===== src/rtl/ball_game_ctrl.sv =====
// ball_game_ctrl: per-frame ball motion, player-hit detection, score keeping and IDLE/PLAY/OVER control.
// Optional macro SPEEDUP_EN: a hit that lands the score on a nonzero multiple of 10 raises |vy| by 1, capped at MAX_SPEED.
module ball_game_ctrl #(
  parameter int unsigned H_RES           = 640,
  parameter int unsigned V_RES           = 480,
  parameter int unsigned BALL_SIZE       = 20,
  parameter int unsigned INIT_X          = 310,
  parameter int unsigned INIT_Y          = 40,
  parameter int          INIT_VX         = 2,
  parameter int          INIT_VY         = 3,
  parameter int unsigned HIT_THRESH      = 16,
  parameter int unsigned COOLDOWN_FRAMES = 8,
  parameter int unsigned MAX_SPEED       = 7
) (
  input  logic       clk,
  input  logic       reset,
  input  logic       frame_tick,
  input  logic       de,
  input  logic       is_hit_area,
  input  logic       hand_detect,
  input  logic       start_btn,
  output logic [9:0] ball_x,
  output logic [9:0] ball_y,
  output logic [7:0] score,
  output logic       game_over,
  output logic       is_idle
);

  localparam int unsigned X_MAX = H_RES - BALL_SIZE;
  localparam int unsigned Y_MAX = V_RES - BALL_SIZE;
  localparam int unsigned CW    = $clog2(COOLDOWN_FRAMES + 1);
`ifdef SPEEDUP_EN
  localparam bit SPEEDUP = 1'b1;
`else
  localparam bit SPEEDUP = 1'b0;
`endif

  typedef enum logic [1:0] {S_IDLE, S_PLAY, S_OVER} state_e;

  state_e             state_q, state_d;
  logic [9:0]         x_q, x_d, y_q, y_d;
  logic signed [10:0] vx_q, vx_d, vy_q, vy_d;
  logic [7:0]         score_q, score_d, hit_cnt_q, hit_cnt_d;
  logic [CW-1:0]      cool_q, cool_d;
  logic               start_q, game_over_q, game_over_d, is_idle_q, is_idle_d;
  logic               start_rise, match, hit, floor_hit;
  logic [7:0]         score_inc;
  logic signed [10:0] vy_hit, nx, ny;

  assign start_rise = start_btn & ~start_q;
  assign match      = de & is_hit_area & hand_detect;

  // Frame-update arithmetic: hit decision, post-hit velocity, candidate position
  always_comb begin
    hit       = (hit_cnt_q >= 8'(HIT_THRESH)) && (vy_q > 11'sd0) && (cool_q == '0);
    score_inc = (score_q >= 8'd99) ? 8'd99 : score_q + 8'd1;
    vy_hit    = vy_q;
    if (hit) begin
      vy_hit = -vy_q;
      if (SPEEDUP && (score_inc % 8'd10 == 8'd0) && (vy_q < $signed(11'(MAX_SPEED))))
        vy_hit = -(vy_q + 11'sd1);
    end
    nx        = $signed({1'b0, x_q}) + vx_q;
    ny        = $signed({1'b0, y_q}) + vy_hit;
    floor_hit = (ny >= $signed(11'(Y_MAX)));
  end

  // State register
  always_ff @(posedge clk) begin
    if (reset) state_q <= S_IDLE;
    else       state_q <= state_d;
  end

  // Next-state logic
  always_comb begin
    state_d = state_q;
    unique case (state_q)
      S_IDLE:  if (start_rise) state_d = S_PLAY;
      S_PLAY:  if (frame_tick && floor_hit) state_d = S_OVER;
      S_OVER:  if (start_rise) state_d = S_IDLE;
      default: state_d = S_IDLE;
    endcase
  end

  // Datapath and flag next values
  always_comb begin
    x_d         = x_q;
    y_d         = y_q;
    vx_d        = vx_q;
    vy_d        = vy_q;
    score_d     = score_q;
    hit_cnt_d   = hit_cnt_q;
    cool_d      = cool_q;
    game_over_d = (state_d == S_OVER);
    is_idle_d   = (state_d == S_IDLE);
    unique case (state_q)
      S_IDLE: begin
        x_d       = 10'(INIT_X);
        y_d       = 10'(INIT_Y);
        vx_d      = 11'(INIT_VX);
        vy_d      = 11'(INIT_VY);
        hit_cnt_d = '0;
      end
      S_PLAY: begin
        if (frame_tick) begin
          hit_cnt_d = '0;
          if (hit) begin
            score_d = score_inc;
            cool_d  = CW'(COOLDOWN_FRAMES);
          end else if (cool_q != '0) begin
            cool_d = cool_q - CW'(1);
          end
          vy_d = vy_hit;
          if (nx[10]) begin
            x_d  = '0;
            vx_d = -vx_q;
          end else if (nx > $signed(11'(X_MAX))) begin
            x_d  = 10'(X_MAX);
            vx_d = -vx_q;
          end else begin
            x_d = nx[9:0];
          end
          if (ny[10]) begin
            y_d  = '0;
            vy_d = -vy_hit;
          end else if (floor_hit) begin
            y_d = 10'(Y_MAX);
          end else begin
            y_d = ny[9:0];
          end
        end else if (match && (hit_cnt_q != 8'hFF)) begin
          hit_cnt_d = hit_cnt_q + 8'd1;
        end
      end
      S_OVER: begin
        if (start_rise) begin
          x_d       = 10'(INIT_X);
          y_d       = 10'(INIT_Y);
          vx_d      = 11'(INIT_VX);
          vy_d      = 11'(INIT_VY);
          score_d   = '0;
          cool_d    = '0;
          hit_cnt_d = '0;
        end
      end
      default: ;
    endcase
  end

  // Datapath registers
  always_ff @(posedge clk) begin
    if (reset) begin
      x_q         <= 10'(INIT_X);
      y_q         <= 10'(INIT_Y);
      vx_q        <= 11'(INIT_VX);
      vy_q        <= 11'(INIT_VY);
      score_q     <= '0;
      hit_cnt_q   <= '0;
      cool_q      <= '0;
      start_q     <= 1'b0;
      game_over_q <= 1'b0;
      is_idle_q   <= 1'b1;
    end else begin
      x_q         <= x_d;
      y_q         <= y_d;
      vx_q        <= vx_d;
      vy_q        <= vy_d;
      score_q     <= score_d;
      hit_cnt_q   <= hit_cnt_d;
      cool_q      <= cool_d;
      start_q     <= start_btn;
      game_over_q <= game_over_d;
      is_idle_q   <= is_idle_d;
    end
  end

  assign ball_x    = x_q;
  assign ball_y    = y_q;
  assign score     = score_q;
  assign game_over = game_over_q;
  assign is_idle   = is_idle_q;

endmodule


===== config.mk =====
export PLATFORM = sky130hd
export DESIGN_NAME = ball_game_ctrl
export DESIGN_NICKNAME = d
export VERILOG_FILES = /design/src/rtl/ball_game_ctrl.sv
export SDC_FILE = /design/constraint.sdc
export NUM_CORES = 1
export LEC_CHECK = 0
export ABC_AREA = 1
export BUFFER_PORTS_ARGS = -buffer_cell sky130_fd_sc_hd__buf_4
export CORE_MARGIN = 4
export CORE_UTILIZATION = 60
export DETAILED_ROUTE_END_ITERATION = 8
export PLACE_DENSITY_LB_ADDON = 0.15
export SLEW_MARGIN = 20
export SYNTH_ARGS = -nofsm -noshare
export SYNTH_HDL_FRONTEND = slang
export SYNTH_SLANG_ARGS = --single-unit

===== constraint.sdc =====
create_clock -name clk -period 6.3 [get_ports clk]
set_clock_uncertainty 0.15 [all_clocks]
set_input_delay 1.89 -clock clk [delete_from_list [all_inputs] [get_ports clk]]
set_output_delay 1.89 -clock clk [all_outputs]
set_load 0.02 [all_outputs]

==> summary.md <==
| Metric | Value |
|---|---|
| Switching Share | 29.2% |
| Area occupied by multi-input gates | 0.00290 mm^2 |
| Drt pass-1 iters | 6 |
| Yosys cell types | 39 |
| DP HPWL | 9.16 mm |
| GPL Wtd Cong | 0.941 |
| FF-to-FF setup slack | 2420 ps |
| Post-CTS resize count | 0 |
| FF+latch count, synth | 66 |
| Antenna violations before repair | 0 |
| CP Cell Sequence | clkinv_1, ha_1, nand2_2, nor2_4, nand2_4, nand3_4, nand2_1, nand2_1, inv_1, ha_1, a21oi_1, nand2_1, nand2_1, nand3_1, nand2_1, nand3_1, nand3_1, nand2_1, nor2_1, nand3_1, nand2_1 |
| VDD IR max | 0.149 mV |
| Die ar. | 0.00924 mm^2 |
| FMAX | 258 MHz |
| Synth area leaders | dfxtp_1 (28%), nand2_1 (17%), inv_1 (7.7%), ha_1 (7.3%), nand3_1 (7.1%) |
| Status | complete, no violations |
| Total core area | 0.00741 mm^2 |
| Port bufs | 36 |
| Hold Crit Endpoint | vy_q[10] |
| Type of the worst setup path | reg -> reg |
| Crit Path Max Fanout | 14 |
| Synth warn | 0 |
| First-pass GRT wire length | 20.6 mm |
| Fillers | 676 |
| Number of clock sinks | 66 |
| Synth top area share | 28.4% |
| Die Span X | 96.1 um |
| Worst R2R Path Depth | 21 |
| Final Cycle Share | 61.6% |
| Max-slew headroom | 50.5% |
| Clk root buf | clkbuf_8 |
| CTS tree | built |
| Crit path DAT | 4030 ps |
| CTS buffer count | 9 |
| Hold path start | vy_q[10] |
| GR Overflow Total | 0 |
| Sequential share of the synthesized area | 28.4% |
| Vias | 4,779 |
| Hold Crit Class | reg -> reg |
| Pint | 0.712 mW |
| Ys flop type | dfxtp_1 |
| Clock buffer depth | 2 |
| Critical path's slowest cell | ha_1 |
| Comb power frac | 16.5% |
| Hold buffers post-CTS | 0 |
| Largest net degree at the start of global routing | 31 |
| Worst hold stages | 2 |
| RSZ-0062 raised after global routing | false |
| Clk pwr share | 39.1% |
| Layout Nets | 804 |
| Final worst path period need | 3880 ps |
| Total Routed Length | 12.1 mm |
| Post-synthesis average cell area | 6.37 um^2 |
| Synthesized area | 0.00466 mm^2 |
| Part of the power in registers | 44.4% |
| Residual DRC | 0 |
| Vias/cell | 5.47 |
| Cell count after synthesis | 732 |
| Max-cap violations | 0 |
| I/O pin total | 37 |
| TNS Setup | 0 ps |
| Most used cell, CP | nand2_1 |
| # diodes | 0 |
| Layout cells sized above 1 | 11.4% |
| Starting Density | 62.9% |
| # H-tree levels | 3 |
| Nature of the critical path endpoint | flop |
| Final hold violations | 0 |
| Worst r2r src | vy_q[0] |
| Lkg Pwr | 2.56 nW |
| Post-route ant nets | 0 |
| Largest area contributor in the netlist | dfxtp_1 |
| Die height | 96.1 um |
| Worst slew pin tran | 739 ps |
| Total GRT Usage | 28.1% |
| Fin Hold WS | 326 ps |
| Worst skew pair latency | 350 ps |
| Util after Layout | 70.3% |
| Wire per inst | 13.9 um |
| Mapped Nets | 767 |
| Area grow syn2layout | 11.8% |
| Pwr Density | 193 mW/mm^2 |
| FF+latch area | 0.00132 mm^2 |
| Sw power | 0.293 mW |
| Critical R2R Capture | ball_y[0] |
| # setup viols final | 0 |
| Postcts setup bufs | 0 |
| Iteration-0 DRC count of the detailed router | 255 |
| # rows | 31 |
| Number of global-route vias before repair | 4,606 |
| Share of flip-flops with an asynchronous set or reset | 0% |
| CP required | 6450 ps |
| Crit start category | flop |
| Clock slew at reported path FFs | 70 ps |
| Post-synth EDFFs | 0 |
| CP peak stage delay | 350 ps |
| Max Slew Vio Count | 0 |
power groups by stage:
stage                     Combinational, mW  Sequential [mW]  Clock, mW
after floorplan                       0.117            0.459          0
after global placement                0.159            0.456          0
after detailed placement              0.163            0.456          0
after CTS                             0.164            0.447      0.397
after global routing                  0.187            0.449      0.417
final                                 0.166            0.447      0.393
final cells by class:
cell class	instances	share of cell area, %
multi-input cells	555	55.6
repair buffers	37	5.33
well taps	99	2.38
inverters	100	7.20
clock inverters	7	1.78
clock buffers	9	2.38
flip-flops and latches	66	25.4
flip-flops by register name, summed over array words and instances, names as in the netlist:
register / count
vy_q: 11
ball_x: 10
ball_y: 10
vx_q: 10
hit_cnt_q: 8
score: 8
cool_q: 4
state_q: 2
game_over: 1
is_idle: 1
start_q: 1
cells in the final DEF, fill, tap and decap left out, types with 4 or more instances in the layout:
cell type | synthesis | layout
o21ai_0 | 31 | 31
nor3_1 | 10 | 10
ha_1 | 27 | 27
a211oi_1 | 6 | 6
xor2_1 | 14 | 14
inv_1 | 95 | 95
nand2_2 | 14 | 14
nand4_1 | 17 | 17
buf_4 | 2 | 37
nor2_2 | 4 | 5
nor2_1 | 80 | 79
nand3b_1 | 8 | 8
nand2_4 | 6 | 6
nor2_4 | 4 | 4
a21oi_1 | 41 | 41
clkbuf_8 | 0 | 9
dfxtp_1 | 66 | 66
nand3_1 | 66 | 66
nand2_1 | 206 | 206
layer usage:
metal  share of wire [%]  up-vias  routed length (um)  track usage [%]
met5                   0        -                   0                0
met4                 2.5        0                 304             11.8
met3                 5.9       31                 710             6.10
met2                  48      159                5850             46.5
met1                  43     2155                5240             35.0
li1                    -     2434                   -                -
how the worst max path moves through the flow:
stage	startpoint	endpoint	slack, ps	cells after the start
6_report	vy_q[0]	ball_y[0]	2420	21
5_1_grt	vy_q[0]	is_idle	2060	24
4_1_cts	vy_q[0]	ball_y[0]	2450	21
3_5_place_dp	start_btn	score[5]	2390	10
3_3_place_gp	start_btn	score[5]	2480	10
2_1_floorplan	frame_tick	vy_q[1]	3110	6
cell families after synthesis:
group / after synthesis / share of synthesized area [%]
buf+inv: 111 / 9.67
simple gates: 418 / 40.3
flops: 66 / 28.4
xor+xnor: 17 / 3.20
compound gates: 92 / 10.8
fa+ha+maj: 28 / 7.68
cell usage after synthesis (all sizes together), types with 3 or more instances:
cell type / n
nand4: 17
nand3: 67
buf: 7
dfxtp: 66
o21ai: 34
nand2: 226
xnor2: 3
clkbuf: 4
a21oi: 42
nand3b: 8
ha: 27
xor2: 14
nor3: 10
nor2: 88
inv: 98
a211oi: 6
o21bai: 3
per-stage QoR:
stage | worst slack (ps) | std cells | area [um^2] | power [mW]
2_1_floorplan | 3110 | 732 | 4660 | 0.576
3_3_place_gp | 2480 | 857 | 4990 | 0.614
3_5_place_dp | 2390 | 857 | 4990 | 0.619
4_1_cts | 2450 | 873 | 5210 | 1.01
5_1_grt | 2060 | 873 | 5210 | 1.05
6_report | 2420 | 873 | 5210 | 1.01
worst max-delay path, delay by kind of cell, from the launching register on:
| kind | cells | cell delay, ps |
|---|---|---|
| flops | 1 | 340 |
| buf+inv | 2 | 420 |
| simple gates | 16 | 2070 |
| compound gates | 1 | 150 |
| fa+ha+maj | 2 | 690 |
(Power assumes the default switching activity.)
